===== config.mk =====
export PLATFORM = sky130hd
export DESIGN_NAME = bp_me_mem_cmd_arbiter
export DESIGN_NICKNAME = d
export VERILOG_FILES = /design/src/rtl/bp_me_mem_cmd_arbiter_pkg.sv /design/src/rtl/bp_me_mem_cmd_arbiter_tag_fifo.sv /design/src/rtl/bp_me_mem_cmd_arbiter.sv
export SDC_FILE = /design/constraint.sdc
export NUM_CORES = 1
export LEC_CHECK = 0
export BUFFER_PORTS_ARGS = -buffer_cell sky130_fd_sc_hd__buf_2
export CORE_AREA = 2 2 218 220
export DETAILED_ROUTE_END_ITERATION = 8
export DIE_AREA = 0 0 220 222
export PLACE_DENSITY = 0.36
export SETUP_SLACK_MARGIN = 0.4
export SLEW_MARGIN = 20
export SYNTH_ARGS = -nofsm -noshare
export SYNTH_HDL_FRONTEND = slang
export SYNTH_SLANG_ARGS = --single-unit

===== constraint.sdc =====
create_clock -name clk_i -period 4.9 [get_ports clk_i]
set_clock_uncertainty 0.15 [all_clocks]
set_input_delay 0.245 -clock clk_i [delete_from_list [all_inputs] [get_ports clk_i]]
set_output_delay 0.245 -clock clk_i [all_outputs]
set_load 0.05 [all_outputs]

===== src/rtl/bp_me_mem_cmd_arbiter_pkg.sv =====
// Memory message layout and sizing helpers for the mem cmd/resp arbiter slice.
// The message struct stands in for the BedRock CCE mem message used by the rest of the ME.
package bp_me_mem_cmd_arbiter_pkg;

  typedef enum logic [3:0] {
    e_mem_rd    = 4'd0,
    e_mem_wr    = 4'd1,
    e_mem_uc_rd = 4'd2,
    e_mem_uc_wr = 4'd3
  } bp_mem_msg_e;

  typedef struct packed {
    bp_mem_msg_e  msg_type;
    logic [39:0]  addr;
    logic [2:0]   size;
    logic [63:0]  data;
  } bp_mem_msg_s;

  localparam int mem_msg_width_lp = $bits(bp_mem_msg_s);

  // Index width that stays at least one bit even for a single entry.
  function automatic int safe_clog2(input int n);
    return (n <= 1) ? 1 : $clog2(n);
  endfunction

  // Bits needed to hold the values 0..n inclusive.
  function automatic int width_of(input int n);
    return $clog2(n + 1);
  endfunction

endpackage


===== src/rtl/bp_me_mem_cmd_arbiter_tag_fifo.sv =====
// Small 1-read/1-write FIFO holding the requester id of every issued command,
// so responses (returned in command order) can be steered back to their issuer.
module bp_me_mem_cmd_arbiter_tag_fifo
  import bp_me_mem_cmd_arbiter_pkg::*;
#(
  parameter int width_p = 1,
  parameter int els_p   = 4
)
(
  input  logic               clk_i,
  input  logic               reset_i,
  input  logic [width_p-1:0] data_i,
  input  logic               v_i,
  output logic               ready_o,
  output logic [width_p-1:0] data_o,
  output logic               v_o,
  input  logic               yumi_i
);

  localparam int ptr_width_lp   = safe_clog2(els_p);
  localparam int count_width_lp = width_of(els_p);

  logic [width_p-1:0]        storage [els_p];
  logic [ptr_width_lp-1:0]   wptr, rptr;
  logic [count_width_lp-1:0] count;
  logic                      push, pop;

  function automatic logic [ptr_width_lp-1:0] next_ptr(input logic [ptr_width_lp-1:0] p);
    return (p == ptr_width_lp'(els_p - 1)) ? '0 : p + 1'b1;
  endfunction

  assign ready_o = (count != count_width_lp'(els_p));
  assign v_o     = (count != '0);
  assign data_o  = storage[rptr];
  assign push    = v_i & ready_o;
  assign pop     = yumi_i & v_o;

  always_ff @(posedge clk_i) begin
    if (push) storage[wptr] <= data_i;
  end

  // A simultaneous push and pop leaves the occupancy unchanged.
  always_ff @(posedge clk_i) begin
    if (reset_i) begin
      wptr  <= '0;
      rptr  <= '0;
      count <= '0;
    end else begin
      if (push) wptr <= next_ptr(wptr);
      if (pop)  rptr <= next_ptr(rptr);
      case ({push, pop})
        2'b10:   count <= count + 1'b1;
        2'b01:   count <= count - 1'b1;
        default: count <= count;
      endcase
    end
  end

endmodule


===== src/rtl/bp_me_mem_cmd_arbiter.sv =====
// Shares one mem cmd/resp channel pair among several requesters: round-robin on
// commands, in-order return of responses to whichever requester issued them.
module bp_me_mem_cmd_arbiter
  import bp_me_mem_cmd_arbiter_pkg::*;
#(
  parameter int num_req_p         = 2,
  parameter int max_outstanding_p = 4,
  parameter int msg_width_p       = mem_msg_width_lp
)
(
  input  logic                             clk_i,
  input  logic                             reset_i,

  input  logic [num_req_p*msg_width_p-1:0] req_cmd_i,
  input  logic [num_req_p-1:0]             req_cmd_v_i,
  output logic [num_req_p-1:0]             req_cmd_ready_o,

  output logic [msg_width_p-1:0]           req_resp_o,
  output logic [num_req_p-1:0]             req_resp_v_o,
  input  logic [num_req_p-1:0]             req_resp_yumi_i,

  output logic [msg_width_p-1:0]           mem_cmd_o,
  output logic                             mem_cmd_v_o,
  input  logic                             mem_cmd_ready_i,

  input  logic [msg_width_p-1:0]           mem_resp_i,
  input  logic                             mem_resp_v_i,
  output logic                             mem_resp_yumi_o
);

  localparam int id_width_lp = safe_clog2(num_req_p);

  logic [id_width_lp-1:0]   rr_ptr, grant, rot_idx, tag_head;
  logic [2*num_req_p-1:0]   req_dbl;
  logic [num_req_p-1:0]     req_rot;
  logic [id_width_lp:0]     grant_sum;
  logic                     tag_ready, tag_v, cmd_hs, resp_hs, active;

  // Rotate so rr_ptr lands at bit 0, take the lowest set bit, then rotate back.
  always_comb begin
    req_dbl = {req_cmd_v_i, req_cmd_v_i};
    req_rot = req_dbl[rr_ptr +: num_req_p];
    rot_idx = '0;
    for (int i = num_req_p - 1; i >= 0; i--) begin
      if (req_rot[i]) rot_idx = id_width_lp'(i);
    end
    grant_sum = {1'b0, rot_idx} + {1'b0, rr_ptr};
    if (grant_sum >= (id_width_lp + 1)'(num_req_p))
      grant = id_width_lp'(grant_sum - (id_width_lp + 1)'(num_req_p));
    else
      grant = id_width_lp'(grant_sum);
  end

  assign active      = ~reset_i;
  assign mem_cmd_o   = req_cmd_i[grant*msg_width_p +: msg_width_p];
  assign mem_cmd_v_o = active & (|req_cmd_v_i) & tag_ready;
  assign cmd_hs      = mem_cmd_v_o & mem_cmd_ready_i;

  always_comb begin
    req_cmd_ready_o        = '0;
    req_cmd_ready_o[grant] = active & mem_cmd_ready_i & tag_ready;
  end

  always_ff @(posedge clk_i) begin
    if (reset_i)
      rr_ptr <= '0;
    else if (cmd_hs)
      rr_ptr <= (grant == id_width_lp'(num_req_p - 1)) ? '0 : grant + 1'b1;
  end

  assign req_resp_o      = mem_resp_i;
  assign resp_hs         = active & mem_resp_v_i & tag_v & req_resp_yumi_i[tag_head];
  assign mem_resp_yumi_o = resp_hs;

  always_comb begin
    req_resp_v_o = '0;
    if (active & mem_resp_v_i & tag_v) req_resp_v_o[tag_head] = 1'b1;
  end

  bp_me_mem_cmd_arbiter_tag_fifo #(
    .width_p (id_width_lp),
    .els_p   (max_outstanding_p)
  ) tag_fifo (
    .clk_i   (clk_i),
    .reset_i (reset_i),
    .data_i  (grant),
    .v_i     (cmd_hs),
    .ready_o (tag_ready),
    .data_o  (tag_head),
    .v_o     (tag_v),
    .yumi_i  (resp_hs)
  );

`ifndef SYNTHESIS
  // A response with no outstanding tag means the memory side is out of sync.
  resp_without_tag: assert property (@(posedge clk_i) disable iff (reset_i)
    !(mem_resp_v_i && !tag_v));
`endif

endmodule


==> results of run 1 <==
[per-stage QoR]
step | util, % | instance area, um2
floorplan | - | 2960
global placement | 9.80 | 4540
detailed placement | 9.80 | 4540
CTS | 9.98 | 4610
global route | 9.98 | 4620
finish | 9.98 | 4620
[worst max-delay path, cell delays in order, from the launching register on]
cell	delay, ns
dfxtp_1	0.36
maj3_4	0.63
buf_12	0.38
mux2_2	0.43
buf_2	0.23
[placed cells by master (no fill, tap or decap), drive strengths merged, types with 4 or more instances in the layout]
cell type    n
buf        347
mux2       111
dfxtp       10
nor2         8
inv          7
ha           6
and2         5
o21ai        5
edfxtp       4
[per-layer routing]
layer  share of wire, %  global-route usage (%)  vias to the layer above
li1                   -                       -                     1395
met1                 31                    4.70                     1283
met2                 49                    9.32                      318
met3                 14                    2.28                       40
met4                6.2                    2.99                        0
met5                  0                       0                        -
[cell type report]
class / count / area (um2)
fillers: 5339 / 41600
repair buffers: 347 / 1750
well taps: 607 / 759
multi-input cells: 162 / 1680
diodes: 1 / 2.50
inverters: 7 / 26.3
clock buffers: 3 / 75.1
clock inverters: 1 / 3.75
flip-flops and latches: 14 / 320
[worst paths after layout]
kind                             to                 from  slack [ns]  cells past startpoint
hold reg to reg    tag_fifo.rptr[1]     tag_fifo.rptr[1]        0.35                      2
setup / recovery      mem_cmd_o[43]               rr_ptr        2.10                      4
hold / removal               rr_ptr       req_cmd_v_i[1]        0.11                      2
setup reg to reg  tag_fifo.count[2]  tag_fifo.storage[3]        2.12                      9
[logic make-up (layout without fill, tap and decap cells)]
logic type / count (synthesis) / in the layout
AO/OA/AOI/OAI: 9 / 9
XOR/XNOR: 2 / 2
adder cells (fa/ha/maj): 8 / 8
buffers and inverters: 131 / 358
flip-flops: 14 / 14
multiplexers: 114 / 114
other: 0 / 1
AND/OR/NAND/NOR: 29 / 29
[report_power, final]
part	switching (mW)	internal [mW]	total [mW]	leakage, nW
logic	0.433	0.214	0.647	1.98
registers	0.00369	0.124	0.128	0.118
clock network	0.0523	0.108	0.161	0.0385
total	0.489	0.446	0.935	2.13
==> key figures, run 1 <==
Min path
  – Hold Path Class: input port to flop

Route
  – 1st-pass router iterations: 4
  – DR WL/cell: 12.5 um
  – DR vias: 3036
  – DRT iter0 DRCs: 50
  – # DRC: 0
  – Final WL: 14.3 mm
  – Antenna viol nets, final: 0
  – DR vias/cell: 2.66

Logic synthesis
  – Synth cell count leaders: buf_4 (112), mux2_2 (111), dfxtp_1 (10)
  – Yosys top cell by area: mux2_2
  – Syn avg cell area: 9.64 um2
  – Synth Area in Simple Gates: 6.85%
  – Number of flops mapped to enable cells by yosys: 4
  – Xor and xnor area share after synthesis: 0.592%
  – Synthesized area: 0.00296 mm2
  – Synthesized instance count: 307
  – Count of cell types in the netlist: 32
  – Largest cells by area after synthesis: mux2_2 (42%), buf_4 (28%), dfxtp_1 (6.8%), edfxtp_1 (4.1%), ha_1 (2.5%)
  – Mux contribution to synthesized area: 43.7%
  – Synth async-reset ratio: 0%
  – Primary FF master, synth: dfxtp_1
  – Mapped Nets: 655
  – Adder-Cell Fraction of Synth Area: 3.59%
  – Largest family of logic cells by synthesized area: multiplexers
  – Count leader, synth: buf_4
  – Sequential share of the synthesized area: 10.8%
  – Syn. warnings: 0
  – Synth Area in Compound Gates: 1.90%
  – Top cell type's share of synthesized area: 42.2%
  – Yosys reg bits: 14

Timing
  – Minimum clock period: 2.80 ns
  – Final count of hold timing violations: 0
  – Slew headroom: 55.3%
  – Max Fclk: 357 MHz
  – Max-slew violations: 0
  – Final setup fails: 0
  – Hold slack: 0.108 ns
  – Worst setup margin: 2.10 ns
  – Period utilization: 57.1%
  – RSZ-0062 raised after global routing: no
  – Fin Setup TNS: 0 ns
  – Worst-margin pin slew: 0.671 ns

Placement
  – IO Port Bufs: 346
  – GP Congestion: 0.766
  – Post-detail-place hpwl: 12.7 mm
  – Pre-CTS setup slack: 2.10 ns
  – Placed cells: 1137

Clocking
  – Number of hold buffers added after cts: 0
  – Clock-pin slew on the worst setup and hold paths: 0.05 ns
  – CTS Root Buffer Type: clkbuf_16
  – Latest clock arrival within the worst-skew pair: 0.25 ns
  – Post-CTS Setup Bufs: 0
  – Sink Count: 14
  – Maximum buffer depth of the clock tree: 2
  – TritonCTS clock tree: built
  – H-tree levels: 1
  – Resize count post-CTS: 0
  – TritonCTS buffer count: 3

Floorplanning
  – Die outline width: 220 um
  – Die area: 0.0488 mm2
  – I/O pin total: 569
  – Initial Utilization: 6.40%
  – Core area: 0.0463 mm2
  – Row count: 79
  – Die height: 222 um

Global routing
  – Vias in the first global route: 3027
  – Initial antenna violation count: 3
  – First-pass GRT wire length: 18.2 mm
  – Largest net degree at the start of global routing: 77
  – Total grt overflow: 0
  – GRT Total Usage: 5.14%

Critical path
  – Critical Path RT: 4.51 ns
  – Arr. time, crit path: 2.40 ns
  – CP Max Fanout: 76
  – Worst Setup End Kind: primary output
  – Critical setup path kind: flop to primary output
  – CP startpoint kind: flop

Power
  – Total chip power: 0.935 mW
  – LEAKAGE: 2.13 nW
  – PD cells: 202 mW/mm2
  – Worst ir drop on vdd: 87.6 uV

Layout
  – Post-route insts no fill: 1142
  – Nets: 883
  – Area Overhead vs Synth: 56.0%
  – Layout cells sized above 1: 88.4%

Run status
  – Status: finished clean

Job
  – MaxCap Viol Count: 0
(Power assumes the default switching activity.)
==> run 2, diff against run 1 <==
clock period = 2.8 ns   (was 4.9 ns; I/O delays follow)
==> run 2 against run 1 <==
Sequential share of layout area decreased by 0.12 points. Hold slack got worse by 0.030 ns. Register-to-register slack lost 1.9 ns. Design area grew 2.5%. First-iteration DRC count up 44%. Via count rose by 2.1%. Setup slack worse by 1.9 ns. Critical path depth grew 5. Global-route usage up 0.21 points. Flip-flop and latch count did not move. Core utilization is 0.25 points higher.
==> key figures, run 2 (synthesized netlist as in run 1, its figures left out) <==
Run status
  – Status: finished clean

Timing
  – Max Fclk: 392 MHz
  – Period utilization: 91.2%
  – Minimum clock period: 2.55 ns
  – Final count of hold timing violations: 0 (unchanged)
  – Worst setup margin: 0.247 ns (-1.85 ns)
  – Slew headroom: 66.9% (+12 points)
  – Max-slew violations: 0 (unchanged)
  – Final setup fails: 0 (unchanged)
  – Fin Setup TNS: 0 ns (unchanged)
  – RSZ-0062 raised after global routing: yes
  – Worst-margin pin slew: 0.496 ns (-0.175 ns)

Placement
  – Post-detail-place hpwl: 12.9 mm (+0.95%)
  – Dpl cell area: 0.00460 mm2 (+1.4%)
  – GP Congestion: 0.706 (-7.7%)
  – Pre-CTS setup slack: 0.136 ns (-1.97 ns)
  – IO Port Bufs: 346 (unchanged)

Layout
  – Area Overhead vs Synth: 60.0%
  – Layout cells sized above 1: 89.7% (+1.3 points)
  – Antenna cells: 0 (-1)
  – Most common cell after layout, fill and taps aside: buf_2
  – Nets: 894 (+1.2%)
  – Most frequent cells in the layout: buf_2 (346), mux2_2 (111), buf_4 (9)
  – Final core occ: 10.2% (+0.25 points)
  – Design Area, Final: 0.00473 mm2 (+2.5%)

Power
  – Total chip power: 1.65 mW (+76%)
  – Worst ir drop on vdd: 151 uV (+72%)
  – LEAKAGE: 2.19 nW (+2.8%)
  – PD cells: 348 mW/mm2 (+72%)

Global routing
  – GRT Total Usage: 5.35% (+0.21 points)
  – Vias in the first global route: 3066 (+1.3%)
  – Initial antenna violation count: 1 (-2)
  – Total grt overflow: 0 (unchanged)
  – Largest net degree at the start of global routing: 43 (-44%)
  – First-pass GRT wire length: 18.7 mm (+2.7%)

Floorplanning
  – Die outline width: 220 um (unchanged)
  – Core area: 0.0463 mm2 (unchanged)
  – Die area: 0.0488 mm2 (unchanged)
  – Die height: 222 um (unchanged)
  – Initial Utilization: 6.40% (unchanged)
  – I/O pin total: 569 (unchanged)
  – Row count: 79 (unchanged)

Route
  – DR vias: 3101 (+2.1%)
  – 1st-pass router iterations: 4 (unchanged)
  – DR WL/cell: 13.0 um (+4.2%)
  – # DRC: 0 (unchanged)
  – Final WL: 15.0 mm (+5.1%)
  – Top Metal Used: met4
  – DR vias/cell: 2.69 (+1.3%)
  – WL met3: 2.24 mm (+13%)
  – Routed metal-1 wirelength: 3.95 mm (-12%)
  – Antenna viol nets, final: 0 (unchanged)
  – DR WL met2: 8.01 mm (+16%)
  – DRT iter0 DRCs: 72 (+44%)

Clocking
  – TritonCTS clock tree: built
  – TritonCTS buffer count: 3 (unchanged)
  – Latest clock arrival within the worst-skew pair: 0.24 ns (about the same)
  – Clock-pin slew on the worst setup and hold paths: 0.05 ns (about the same)
  – H-tree levels: 1 (unchanged)
  – Sink Count: 14 (unchanged)
  – Maximum buffer depth of the clock tree: 2 (unchanged)
  – CTS Root Buffer Type: clkbuf_16
  – Number of hold buffers added after cts: 0 (unchanged)

Critical path
  – CP Max Fanout: 2 (-97%)
  – Arr. time, crit path: 2.58 ns (+0.18 ns)
  – CP Cell Sequence: mux4_2, and4bb_2, or2_4, ha_4, inv_2, fa_2, xor2_1, or3_1, a21oi_1
  – CP peak stage delay: 0.48 ns (-0.15 ns)
  – CP startpoint kind: flop
  – Critical Path RT: 2.82 ns (-1.69 ns)
  – Crit path max-delay cell type: mux4_2
  – Worst Setup End Kind: flop
  – Critical setup path kind: flop to flop

Job
  – MaxCap Viol Count: 0 (unchanged)

Min path
  – Hold Path Class: input port to flop
## run 2: cell count changes in the layout (fill, tap and decap cells not counted), sizes merged
cell	delta
maj3	+1
diode	-1
buf	+10
## run 2: final cells by class
| class | count | area [um2] |
|---|---|---|
| clock buffer | 3 | 75.1 |
| clock inverter | 1 | 3.75 |
| sequential | 14 | 323 |
| fill | 5329 | 41500 |
| multi-input combinational | 163 | 1710 |
| tap | 607 | 759 |
| timing repair buffer | 357 | 1840 |
| inverter | 7 | 26.3 |
## run 2: final timing paths
check / depth (start not counted) / slack (ns) / from / endpoint
setup / recovery: 9 / 0.25 / tag_fifo.storage[3] / tag_fifo.count[2]
hold reg to reg: 2 / 0.35 / tag_fifo.rptr[1] / flop
hold / removal: 2 / 0.08 / reset_i / tag_fifo.count[1]
setup reg to reg: 9 / 0.25 / tag_fifo.storage[3] / tag_fifo.count[2]
## run 2: timing repair
action / 4_1_cts / 5_1_grt
setup endpoints to repair: 56 / 2
setup buffers: 4 / 0
gates cloned: 1 / 0
pin swaps: 3 / 2
resized for setup: 1 / 1
## run 2: worst max-delay path, delay by kind of cell (launching register included)
family	cells	cell delay (ns)
compound gates	1	0.11
fa+ha+maj	2	0.46
flops	1	0.35
buf+inv	1	0.04
simple gates	3	0.76
mux	1	0.48
xor+xnor	1	0.15
## run 2: metal layers
metal / vias to the layer above / track usage (%)
met4: 0 / 2.68
met2: 318 / 11.1
met5: - / 0.303
met1: 1333 / 3.89
met3: 28 / 2.28
li1: 1422 / -
## run 2: power by group
group	switching [mW]	internal [mW]	leakage (nW)	total, mW
Combinational	0.767	0.390	2.03	1.16
Clock	0.0790	0.189	0.0385	0.268
Sequential	0.00791	0.218	0.119	0.225
Total	0.854	0.796	2.19	1.65
## run 2: per-stage QoR
step                      std cells  hold slack [ns]
after global routing           1152           0.0944
after floorplan                 307            0.106
final                          1152           0.0781
after global placement         1143            0.130
after CTS                      1152           0.0780
after detailed placement       1143            0.130
==> run 3, diff against run 2 <==
ABC_AREA = 0   (was unset)
clock period = 2.47 ns   (was 2.8 ns; I/O delays follow)
==> run 3 against run 2 <==
Cell count is 2.2% higher. Sequential share of layout area fell by 2.1 points. Combinational power grew 75%. Flip-flop and latch count is the same. Sequential power up 13%. Hold slack worse by 0.013 ns. Clock power rose by 18%. Largest power group unchanged. Critical path type unchanged. Design area is 44% higher. The run now ends with setup timing left. Clock-buffer cell count did not move.
==> key figures, run 3 (synthesized netlist as in run 1, its figures left out) <==
Min path
  – Worst Hold Path EP: rr_ptr
  – Worst Hold Depth: 3 (+1)
  – Hold Path Class: input port to flop
  – Min-Delay Startpoint: req_cmd_v_i[0]

Route
  – Final WL: 18.4 mm (+23%)
  – Antenna viol nets, final: 0 (unchanged)
  – DR vias: 3317 (+7.0%)
  – 1st-pass router iterations: 4 (unchanged)
  – # DRC: 0 (unchanged)
  – DR WL/cell: 15.7 um (+20%)
  – DR vias/cell: 2.82 (+4.7%)
  – DRT iter0 DRCs: 52 (-28%)

Critical path
  – CP peak stage delay: 0.48 ns (about the same)
  – Cell family with most CP delay: simple AND/OR/NAND/NOR gates
  – Reg2reg start: tag_fifo.storage[1]
  – WP buf/inv: 1 (unchanged)
  – Worst R2R End: tag_fifo.count[2]
  – Crit path max-delay cell type: mux4_2
  – CP startpoint kind: flop
  – WP depth: 9 (unchanged)
  – Worst Setup End Kind: flop
  – Critical setup path kind: flop to flop
  – Arr. time, crit path: 2.61 ns (+0.03 ns)
  – CP Max Fanout: 2 (unchanged)
  – Reg2Reg Setup Slack: -0.10 ns (-0.35 ns)
  – Worst reg-to-reg path cell count: 9 (unchanged)
  – CP Cell Sequence: mux4_2, and4bb_2, or2_4, ha_4, inv_2, fa_2, xor2_1, or3_1, a21oi_1
  – Critical Path RT: 2.50 ns (-0.32 ns)

Floorplanning
  – Initial Utilization: 6.40% (unchanged)
  – I/O pin total: 569 (unchanged)
  – Die height: 222 um (unchanged)
  – Core area: 0.0463 mm2 (unchanged)
  – Die outline width: 220 um (unchanged)
  – Row count: 79 (unchanged)
  – Die area: 0.0488 mm2 (unchanged)

Timing
  – Worst-margin pin slew: 0.651 ns (+0.155 ns)
  – Final count of hold timing violations: 0 (unchanged)
  – Period utilization: 104% (+13 points)
  – Hold slack: 0.0652 ns (-0.0130 ns)
  – Max Fclk: 389 MHz (-0.69%)
  – RSZ-0062 raised after global routing: yes
  – Worst setup margin: -0.101 ns (-0.348 ns)
  – Max-slew violations: 0 (unchanged)
  – Minimum clock period: 2.57 ns (+0.0177 ns)
  – Slew headroom: 56.5% (-10 points)
  – Final setup fails: 1 (+1)

Global routing
  – GRT Total Usage: 6.25% (+0.90 points)
  – Largest net degree at the start of global routing: 38 (-12%)
  – Vias in the first global route: 3426 (+12%)
  – First-pass GRT wire length: 21.8 mm (+16%)
  – GR Util met3: 2.28% (unchanged)
  – GR Util met2: 12.9% (+1.7 points)
  – Initial antenna violation count: 0 (-1)
  – Total grt overflow: 0 (unchanged)
  – Met1 GRT Util: 5.49% (+1.6 points)
  – Global route hottest layer: met2

Power
  – Worst ir drop on vdd: 186 uV (+23%)
  – LEAKAGE: 3.27 nW (+49%)
  – PD cells: 381 mW/mm2 (+9.2%)

Placement
  – GP Congestion: 0.703 (-0.45%)
  – IO Port Bufs: 346 (unchanged)
  – Post-detail-place hpwl: 13.0 mm (+1.4%)

Clocking
  – CTS Root Buffer Type: clkbuf_16
  – Sink Count: 14 (unchanged)
  – H-tree levels: 1 (unchanged)
  – Clock-pin slew on the worst setup and hold paths: 0.05 ns (about the same)
  – Latest clock arrival within the worst-skew pair: 0.25 ns (about the same)
  – TritonCTS clock tree: built
  – TritonCTS buffer count: 3 (unchanged)
  – Maximum buffer depth of the clock tree: 2 (unchanged)

Layout
  – Area Overhead vs Synth: 131%
  – Final core occ: 14.8% (+4.5 points)
  – Most frequent cells in the layout: buf_2 (233), mux2_4 (111), buf_8 (107)
  – Layout fillers: 5163 (-3.1%)
  – Register area: 323 um2 (unchanged)
  – Nets: 919 (+2.8%)
  – Antenna cells: 0 (unchanged)
  – Multi-input gate area: 0.00211 mm2 (+24%)
  – Most common cell after layout, fill and taps aside: buf_2
  – Layout cells sized above 1: 90.0% (+0.28 points)

Run status
  – Status: complete, but fails checks
  – Failing checks: setup timing

Job
  – MaxCap Viol Count: 0 (unchanged)
==> run 3: cell count changes in the layout (fill, tap and decap cells not counted), sizes merged <==
cell / delta
maj3: -1
clkbuf: +5
buf: +20
dlygate4sd3: +1
==> run 3: what timing repair did <==
item	CTS	global route
setup endpoints to repair	104	81
hold buffers	1	0
resized for setup	280	231
gates cloned	7	5
hold endpoints to repair	1	0
pin swaps	1	1
buffers inserted	10	4
==> run 3: power by group <==
| part | total [mW] | switching (mW) | internal [mW] |
|---|---|---|---|
| sequential | 0.254 | 0.00753 | 0.246 |
| clock | 0.317 | 0.102 | 0.215 |
| combinational | 2.03 | 1.03 | 0.996 |
==> run 3: cell type report <==
type                       instances  area share (%)
inverter                           7           0.385
sequential                        14            4.73
clock inverter                     1          0.0550
clock buffer                       3            1.10
multi-input combinational        162            31.0
tap                              607            11.1
timing repair buffer             383            51.6
==> run 3: layer usage <==
metal,vias to the layer above,wire (um)
li1,1475,-
met1,1484,5650
met2,329,10100
met3,27,2150
met4,2,465
met5,-,29
==> run 3: stage by stage <==
| step | setup TNS (ns) | instance area, um2 | setup slack, ns | power (mW) | instances |
|---|---|---|---|---|---|
| floorplan | -0.0660 | 2980 | -0.0660 | 1.67 | 307 |
| global placement | -0.0539 | 4620 | -0.0539 | 1.56 | 1146 |
| detailed placement | -0.0928 | 4620 | -0.0928 | 1.56 | 1146 |
| CTS | -0.101 | 5980 | -0.101 | 2.33 | 1168 |
| global route | -0.305 | 6830 | -0.219 | 2.70 | 1177 |
| finish | -0.101 | 6830 | -0.101 | 2.60 | 1177 |
==> run 3: worst max path at each step <==
stage / from / end
floorplan: tag_fifo.storage[3] / tag_fifo.count[2]
global placement: tag_fifo.storage[3] / tag_fifo.count[2]
detailed placement: tag_fifo.storage[2] / tag_fifo.count[2]
CTS: tag_fifo.storage[2] / tag_fifo.count[2]
global route: tag_fifo.storage[2] / tag_fifo.count[2]
finish: tag_fifo.storage[1] / tag_fifo.count[2]
==> run 3: worst register-to-register path: stages (launching register included) <==
cell and delay [ns]:
edfxtp_1 0.37, mux4_2 0.48, and4bb_2 0.32, or2_4 0.13
ha_4 0.13, inv_2 0.04, fa_2 0.33, xor2_1 0.15
or3_1 0.30, a21oi_1 0.11
